--- config.mk ---
export PLATFORM = sky130hd
export DESIGN_NAME = cla8_seq_adder
export DESIGN_NICKNAME = d
export VERILOG_FILES = /design/src/rtl/cla8_seq_adder.sv
export SDC_FILE = /design/constraint.sdc
export NUM_CORES = 1
export LEC_CHECK = 0
export CAP_MARGIN = 15
export CORE_ASPECT_RATIO = 0.7
export CORE_UTILIZATION = 30
export DETAILED_ROUTE_END_ITERATION = 10
export PLACE_DENSITY_LB_ADDON = 0.15
export REMOVE_ABC_BUFFERS = 1
export SYNTH_ARGS = -nofsm -noshare
export SYNTH_HDL_FRONTEND = slang
export SYNTH_SLANG_ARGS = --single-unit
--- constraint.sdc ---
create_clock -name clk -period 5.1 [get_ports clk]
set_input_delay 0.51 -clock clk [delete_from_list [all_inputs] [get_ports clk]]
set_output_delay 0.51 -clock clk [all_outputs]
set_load 0.01 [all_outputs]
--- src/rtl/cla8_seq_adder.sv ---
// Multi-cycle WIDTH-bit add/subtract that drives one external 8-bit CLA slice, LSB byte first.
// Optional zero-result flag output: define CLA_SEQ_ZERO_FLAG_EN.
module cla8_seq_adder #(
    parameter  int WIDTH  = 32,
    localparam int NSLICE = WIDTH / 8
) (
    input  logic             clk,
    input  logic             rst_n,
    input  logic             in_valid,
    output logic             in_ready,
    input  logic [WIDTH-1:0] a,
    input  logic [WIDTH-1:0] b,
    input  logic             sub,
    output logic             out_valid,
    input  logic             out_ready,
    output logic [WIDTH-1:0] result,
    output logic             cout,
    output logic             ovf,
    output logic [7:0]       slice_a,
    output logic [7:0]       slice_b,
    output logic             slice_cin,
    input  logic [7:0]       slice_s,
    input  logic             slice_cout
`ifdef CLA_SEQ_ZERO_FLAG_EN
    ,
    output logic             zero
`endif
);

    localparam int IDXW = (NSLICE > 1) ? $clog2(NSLICE) : 1;
    localparam logic [IDXW-1:0] LAST = IDXW'(NSLICE - 1);

    typedef enum logic [1:0] {IDLE, RUN, DONE} state_t;

    state_t                 state, state_nxt;
    logic [NSLICE-1:0][7:0] a_reg, b_reg, res_reg;
    logic [IDXW-1:0]        idx;
    logic                   carry;
    logic                   accept;
    logic                   last;

    assign accept = (state == IDLE) && in_valid;
    assign last   = (state == RUN) && (idx == LAST);
    assign result = res_reg;

    always_ff @(posedge clk) begin
        if (!rst_n) state <= IDLE;
        else        state <= state_nxt;
    end

    always_comb begin
        state_nxt = state;
        in_ready  = 1'b0;
        out_valid = 1'b0;
        slice_a   = 8'h00;
        slice_b   = 8'h00;
        slice_cin = 1'b0;
        case (state)
            IDLE: begin
                in_ready = 1'b1;
                if (in_valid) state_nxt = RUN;
            end
            RUN: begin
                slice_a   = a_reg[idx];
                slice_b   = b_reg[idx];
                slice_cin = carry;
                if (idx == LAST) state_nxt = DONE;
            end
            DONE: begin
                out_valid = 1'b1;
                if (out_ready) state_nxt = IDLE;
            end
            default: state_nxt = IDLE;
        endcase
    end

    // Subtract is A + ~B + 1: invert B on accept and seed the carry with sub.
    always_ff @(posedge clk) begin
        if (!rst_n) begin
            a_reg   <= '0;
            b_reg   <= '0;
            res_reg <= '0;
            idx     <= '0;
            carry   <= 1'b0;
            cout    <= 1'b0;
            ovf     <= 1'b0;
        end else if (accept) begin
            a_reg <= a;
            b_reg <= sub ? ~b : b;
            carry <= sub;
            idx   <= '0;
        end else if (state == RUN) begin
            res_reg[idx] <= slice_s;
            carry        <= slice_cout;
            idx          <= idx + 1'b1;
            if (last) begin
                cout <= slice_cout;
                ovf  <= (a_reg[NSLICE-1][7] == b_reg[NSLICE-1][7]) &&
                        (slice_s[7] != a_reg[NSLICE-1][7]);
            end
        end
    end

`ifdef CLA_SEQ_ZERO_FLAG_EN
    logic zero_acc;

    always_ff @(posedge clk) begin
        if (!rst_n) begin
            zero_acc <= 1'b0;
            zero     <= 1'b0;
        end else if (accept) begin
            zero_acc <= 1'b1;
        end else if (state == RUN) begin
            zero_acc <= zero_acc && (slice_s == 8'h00);
            if (last) zero <= zero_acc && (slice_s == 8'h00);
        end
    end
`endif

endmodule

==> results.md, run 1 <==
- The number of diodes added for antenna fixing is 0.
- In this run switching power makes up 23.4% of total power.
- The global-route usage over all layers is 14.6%.
- The met3 track demand over resource in global routing is 4.61%.
- The cell area after technology mapping is 0.00473 mm^2.
- The most used flip-flop cell after synthesis is sky130_fd_sc_hd__dfxtp_1.
- The clock slew seen by the registers of the worst setup and hold paths is 70 ps.
- The count of standard-cell rows is 37.
- The clock tree from TritonCTS is yes.
- Once detail routing completed, the nets flagged for antenna violations numbered 0.
- Ranked by total cell area, the synthesized netlist is headed by sky130_fd_sc_hd__dfxtp_1 44%, sky130_fd_sc_hd__nand2_1 9.1%, sky130_fd_sc_hd__mux4_2 7.6%.
- The setup TNS after final layout is 0 ps.
- The area enclosed by the die boundary is 0.0163 mm^2.
- The overall die height is 107 um.
- The pre-CTS setup slack is 2390 ps.
- For the final database, setup skew stands at 7.67 ps.
- Hold timing on the final database bottoms out at a slack of 464 ps.
- The end-of-flow core utilization is 42.4%.
- Counting instances in the post-synthesis netlist gives the leading cell types as 115 x sky130_fd_sc_hd__nand2_1, 103 x sky130_fd_sc_hd__dfxtp_1, 42 x sky130_fd_sc_hd__nor2b_1.
- After detailed routing, the number of vias per cell comes to 4.50.
- The count of flip-flops with a built-in enable after synthesis is 0.
- The net load switching power is 437 uW.
- Including well taps, the total number of placed cells is 767.
- The smallest clock period supported by the final layout is computed as 3060 ps.
- Counting along the longest clock path gives a buffer depth of 2.
- The most common cell in the synthesized netlist is sky130_fd_sc_hd__nand2_1.
- The reported leakage power is 0.00265 uW.
- The startpoint of the most critical hold path is a_reg[17].
- The number of warnings reported in the yosys synthesis log is 0.
- The data required time at the worst endpoint is 4590 ps.
- Summing all multi-input logic gate instances after layout gives 0.00242 mm^2.
- The checks that failed: design-rule violations.
- STA classifies the critical path startpoint as a flop.
- Of all nets on the critical path, the largest fanout is 21.
- The tool flagged a number of max-cap violations equal to 0.
- The startpoint identified for the worst register-to-register timing path is idx[0].
- The final period utilization is 59.9%.
- The worst relative slew slack is 21.9%.
- The H-tree was split into 3 levels.
- The worst-path cell with the longest stage delay is sky130_fd_sc_hd__nand2b_1.
- The wire length per cell is 14.9 um.
- The most used routing layer in global routing is met2.
- In this design, the stage delay of the slowest critical-path cell is 720 ps.
- The async set-reset flop share out of synthesis is 0%.
- In this run, flip-flops and latches consume 47.0% of the power.
- The filler-free cell count of the finished design is 783.
- The fill cell instance count of the final layout is 1,472.
- The detailed-placement wirelength estimate is 8070 um.
- The clock insertion delay at the later pin of the skew report is 340 ps.
- The final layout contains 665 nets.
- The setup slack of the critical path after layout is 2040 ps.
- In the synthesized netlist, the number of instances is 478.
- The slew at the pin with the worst max-slew slack is 1170 ps.
- The run finished, with violations left.
- The count of input and output buffers is 130.
- The final-report setup violation count is 0.
- The number of optimization iterations in the first detailed-route pass is 9.
- The total overflow left after global routing is 0.
- Wires add up to 11,600 um.
- In the global route stage, met1 resource usage came out at 19.3%.
- The floorplan step set the die width to 152 um.
- The tightest min-delay check is of the flop to flop type.
- For this block, the via count after detailed routing is 3,523.
- In this run, synthesis produced a sequential element count of 103.
- The weighted congestion at the end of routability-driven global placement is 0.750.
- The root cell of the clock tree is sky130_fd_sc_hd__clkbuf_16.
- The initial utilization of the core area, before any placement, comes to 31.4%.
- The number of hold buffers added after CTS was 0.
- The cell area power density is 293 mW/mm^2.
- The global-route wire length before repair is 18,700 um.
- Setup repair after global routing left no endpoint under its margin.
- The initial antenna violation count is 0.
- The footprint of the flip-flops and latches is 0.00206 mm^2.
- The count of distinct cell types in the synthesized netlist is 25.
- Summing the sequential cell areas from Yosys gives 43.6% of the chip area.
- The hold violation total from the final report came to 0.
- The via count of the first global-routing pass is 3,565.
- The clock network accounts for 38.0% of the total power.
- The number of buffers and inverters on the critical path is 1.
- The signal on the critical path passes through nand2b_1, nor2b_1, clkdlybuf4s50_1.
- For this run, design rule violations remaining after detail routing come to 20.
- The met2 global-route usage is 22.9%.
- The worst setup path is captured at an output port.
- The layout cell share with drive strength beyond 1 is 6.46%.
- On the critical path the largest part of the delay comes from simple AND/OR/NAND/NOR gates.
- Per report_power, the combinational group accounts for 15.0% of the total.
- Summed over its instances, the top area cell type makes up 43.6% of the synthesized netlist area.
- The count of pins on the block boundary is 131.
- After clock tree synthesis, the repair step resized 0 gates.
- The critical path in this run is classified as flop to output port.
- After clock tree synthesis, the setup repair step added 0 buffers.
- The startpoint of the most critical setup path is state[0].
- The total area inside the core boundary comes to 0.0150 mm^2.
- The clock net in this run drives a total of 103 sinks.
- The per-instance average area after synthesis is 9.89 um^2.
- The synthesis-to-layout area growth is 35.0%.
- The maximum resistive drop on vdd is 0.140 mV.
- The total internal power is 1430 uW.
- The biggest area contributor in the post-synthesis netlist is sky130_fd_sc_hd__dfxtp_1.
- The number of buffers created by CTS is 9.
- The count of pins over their slew limit is 0.
- The number of DRC markers after the initial detailed-route iteration is 216.
- For this run, the top clock speed supported by timing is 327 MHz.
- Data on the critical path arrives at its endpoint at 2550 ps.
- The largest net degree at the start of global routing is 97.
cells in the final DEF, fill, tap and decap left out, types with 4 or more instances in the layout:
cell / n
sky130_fd_sc_hd__dfxtp_1: 103
sky130_fd_sc_hd__nor2_1: 5
sky130_fd_sc_hd__ha_1: 4
sky130_fd_sc_hd__mux2i_1: 26
sky130_fd_sc_hd__mux4_2: 16
sky130_fd_sc_hd__clkdlybuf4s50_1: 128
sky130_fd_sc_hd__nand3b_1: 5
sky130_fd_sc_hd__nand2_1: 115
sky130_fd_sc_hd__buf_4: 5
sky130_fd_sc_hd__nor2b_1: 42
sky130_fd_sc_hd__xnor2_1: 33
sky130_fd_sc_hd__a21boi_0: 41
sky130_fd_sc_hd__clkbuf_16: 9
sky130_fd_sc_hd__o211a_1: 32
power by group through the flow:
stage / Combinational, uW / Clock, uW / Sequential [uW]
floorplan: 141 / 0 / 894
global placement: 281 / 0 / 896
detailed placement: 284 / 0 / 898
CTS: 285 / 735 / 879
global route: 308 / 765 / 885
finish: 280 / 711 / 879
cell families after synthesis:
group,Yosys count,synth area share (%)
multiplexers,42,13.1
flip-flops,103,43.6
XOR/XNOR,33,6.11
AO/OA/AOI/OAI,80,14.1
AND/OR/NAND/NOR,172,16.9
buffers and inverters,44,5.11
adder cells (fa/ha/maj),4,1.06
layout make-up:
class / count / area share, %
Inverter: 3 / 0.176
Clock inverter: 2 / 0.588
Multi-Input combinational cell: 331 / 38.0
Tap cell: 195 / 3.82
Timing Repair Buffer: 135 / 20.8
Sequential cell: 103 / 32.3
Clock buffer: 14 / 4.29
metrics by stage:
stage	total power, uW	instance area, um^2
3_5_place_dp	1180	6070
2_1_floorplan	1040	4500
4_1_cts	1900	6380
3_3_place_gp	1180	6070
6_report	1870	6380
5_1_grt	1960	6380
final timing paths:
check / end / slack [ps] / cells past startpoint
worst max-delay path: slice_b[1] / 2040 / 3
worst min-delay path: a_reg[17] / 460 / 2
worst max register to register: result[5] / 3130 / 5
worst min register to register: a_reg[17] / 460 / 2
worst register-to-register path, cell delays in order (launching register included):
cell                       delay (ps)
sky130_fd_sc_hd__dfxtp_1          600
sky130_fd_sc_hd__inv_1            180
sky130_fd_sc_hd__ha_1             240
sky130_fd_sc_hd__nand3b_1         510
sky130_fd_sc_hd__mux2i_1          280
sky130_fd_sc_hd__nor2b_1           60
metal layers:
metal	share of wire [%]	vias to the layer above	wire length [um]
li1	-	1811	-
met1	49	1613	5750
met2	43	90	5020
met3	6.8	9	795
met4	0.73	0	85
met5	0	-	0
Power figures use the tool's default switching activity.
==> run 2: changes to the inputs <==
==> constraint.sdc (replaced) <==
create_clock -name clk -period 3 [get_ports clk]
set_input_delay 0.3 -clock clk [delete_from_list [all_inputs] [get_ports clk]]
set_output_delay 0.3 -clock clk [all_outputs]
set_load 0.01 [all_outputs]
==> run 2 against run 1 <==
  * The flow still finishes with violations (design-rule violations)
  * Core utilization is 0.41 points higher
  * Global-route usage increased by 0.41 points
  * Critical path depth rose by 1
  * Register-to-register slack lost 2100 ps
  * Power increased by 69%
  * Cell area up 0.96%
  * Routed wire length increased by 0.37%
  * Non-clock buffer count up 4
  * Largest cell class unchanged
  * Die area unchanged
  * Worst setup slack worse by 1600 ps
  * Clock skew down 1.7 ps
  * Critical endpoint is now slice_b[3]
==> results.md, run 2 (synthesis results as in run 1) <==
- The run finished, with violations left.
- The checks that failed: design-rule violations.
- The worst setup path is captured at an output port.
- The count of input and output buffers is 130 (unchanged).
- The clock insertion delay at the later pin of the skew report is 340 ps (about the same).
- The launch point of the worst reg-to-reg path is idx[1].
- The final period utilization is 84.0%.
- Counting I/O delays and the setup requirement, the final critical path takes 2520 ps.
- In this run the most critical hold path is launched from a_reg[24].
- The library cell used most frequently in the layout, excluding fill and tap cells, is sky130_fd_sc_hd__clkdlybuf4s50_1.
- The DRC violations left came to 20 (unchanged).
- The critical setup path kind is flop to output port.
- The footprint of the flip-flops and latches was 0.00206 mm^2 (unchanged).
- The count of pins on the block boundary is 131 (unchanged).
- The count of antenna-violating nets left after detailed routing is 0 (unchanged).
- The via count of the routed design was 3,583 (+1.7%).
- The clock tree from TritonCTS is yes.
- The number of clock sinks is 103 (unchanged).
- The starting utilization of the core area is 31.4% (unchanged).
- The worst clock skew on the final layout is 5.92 ps (-1.75 ps).
- The placed cell count is 770 (+0.39%).
- The number of buffer and inverter stages on the critical path is 2 (+1).
- The largest net degree at the start of global routing is 97 (unchanged).
- The data required time at the worst endpoint is 2700 ps (-1890 ps).
- The count of pins over their slew limit is 0 (unchanged).
- For this run, the top clock speed supported by timing is 397 MHz.
- The number of diodes added for antenna fixing is 0 (unchanged).
- The maximum clock insertion buffer count is 2 (unchanged).
- Grouping stages by cell kind, the critical path spends the most delay in buffers and inverters.
- The setup TNS after final layout was 0 ps (unchanged).
- The area enclosed by the die boundary is 0.0163 mm^2 (unchanged).
- The number of DRC markers after the initial detailed-route iteration is 150 (-31%).
- Setup repair after global routing left no endpoint under its margin.
- The overall die height is 107 um (unchanged).
- The via count of the first global-routing pass is 3,695 (+3.6%).
- The number of gates resized after cts is 0 (unchanged).
- The synthesis-to-layout area growth is 36.3%.
- The reported leakage power came to 0.00267 uW (+1.0%).
- The fill cell instance count of the final layout came to 1,466 (-0.41%).
- The maximum resistive drop on vdd is 0.268 mV (+91%).
- The number of violations of the max-capacitance limit is 0 (unchanged).
- In the layout the commonest cells are 128 x sky130_fd_sc_hd__clkdlybuf4s50_1, 115 x sky130_fd_sc_hd__nand2_1, 103 x sky130_fd_sc_hd__dfxtp_1, 42 x sky130_fd_sc_hd__nor2b_1, 41 x sky130_fd_sc_hd__a21boi_0.
- The total wirelength of the detailed-routed design came to 11,700 um (+0.37%).
- The global-route wire length before repair was 19,300 um (+2.8%).
- The final-report setup violation count is 0 (unchanged).
- The clock slew seen by the registers of the worst setup and hold paths is 70 ps (about the same).
- The horizontal die dimension is 152 um (unchanged).
- The multi-input combinational cell area came to 0.00242 mm^2 (unchanged).
- The worst-path cell with the longest stage delay is sky130_fd_sc_hd__dfxtp_1.
- The via-per-instance ratio is 4.56 (+1.3%).
- The initial antenna violation count was 0 (unchanged).
- The number of buffers created by CTS came to 9 (unchanged).
- The remaining global-route overflow is 0 (unchanged).
- The post-CTS setup repair buffer count is 0 (unchanged).
- The cell sitting at the root of the clock tree is a sky130_fd_sc_hd__clkbuf_16.
- The detailed-placement wirelength estimate is 8100 um (+0.46%).
- The startpoint of the most critical setup path is idx[1].
- The standard cell core area came to 0.0150 mm^2 (unchanged).
- The data arrival time of the worst path is 2220 ps (-330 ps).
- The hold violation total from the final report is 0 (unchanged).
- The count of standard-cell rows is 37 (unchanged).
- The hold-fix buffer count after cts is 0 (unchanged).
- The cell area power density is 489 mW/mm^2 (+67%).
- The worst-path maximum fanout was 10 (-52%).
- The layout net count was 669 (+0.60%).
- The number of optimization iterations in the first detailed-route pass came to 9 (unchanged).
- The wire length per cell is 14.9 um (about the same).
- The filler-free cell count of the finished design is 786 (+0.38%).
- The weighted congestion at the end of routability-driven global placement is 0.718 (-4.2%).
- The kind of start point of the critical path is a flop.
- The CTS H-tree depth is 3 (unchanged).
- The layout cell share with drive strength beyond 1 is 7.28% (+0.81 points).
- The largest stage delay on the critical path is 540 ps (-180 ps).
- The worst relative slew slack is 37.6% (+16 points).
- The global-route usage over all layers is 15.0% (+0.41 points).
- The min-delay analysis places its worst path in the category flop to flop.
- Walking the worst path, the cells encountered are buf_12, mux4_2, nor2b_1, clkdlybuf4s50_1.
- The slew at the pin with the worst max-slew slack was 936 ps (-235 ps).
## run 2: cell count changes in the layout (fill, tap and decap cells not counted), sizes merged
| cell | before | now |
|---|---|---|
| buf | 7 | 11 |
| clkbuf | 14 | 10 |
| clkinv | 0 | 2 |
| clkinvlp | 1 | 2 |
## run 2: per-layer routing
metal  global-route usage, %  vias up  share of wire, %
li1                        -     1815                 -
met1                    19.1     1677                48
met2                    24.6       82                45
met3                    4.85        9               6.4
met4                    3.94        0              0.78
met5                       0        -                 0
## run 2: worst register-to-register path, delay by kind of cell, from the launching register on
kind | cells | cell delay, ps
multiplexers | 1 | 290
AND/OR/NAND/NOR | 2 | 580
flip-flops | 1 | 540
buffers and inverters | 2 | 250
adder cells (fa/ha/maj) | 1 | 180
## run 2: path summary, 6_finish.rpt
path	endpoint	slack (ps)	cells after the start
worst max-delay path	slice_b[3]	480	4
worst min-delay path	a_reg[24]	460	2
worst max register to register	result[4]	1050	6
worst min register to register	a_reg[24]	460	2
## run 2: final cells by class
type | count | area share [%]
timing repair buffer | 139 | 21.8
tap | 195 | 3.79
clock inverter | 5 | 0.913
inverter | 3 | 0.175
clock buffer | 10 | 3.71
sequential | 103 | 32.0
multi-input combinational | 331 | 37.6
## run 2: through the flow
stage          worst slack, ps  hold WS (ps)  instance area, um^2  utilization [%]  total power (uW)
6_report                   479           459                 6440             42.8              3150
3_3_place_gp               751           448                 6120             40.7              2000
5_1_grt                    367           490                 6440             42.8              3310
3_5_place_dp               727           454                 6120             40.7              2010
2_1_floorplan              417           418                 4500                -              1760
4_1_cts                    442           464                 6420             42.6              3200
## run 2: power by group
group | internal (uW) | switching (uW)
clock | 665 | 509
sequential | 1450 | 42.8
combinational | 284 | 206
total | 2400 | 759
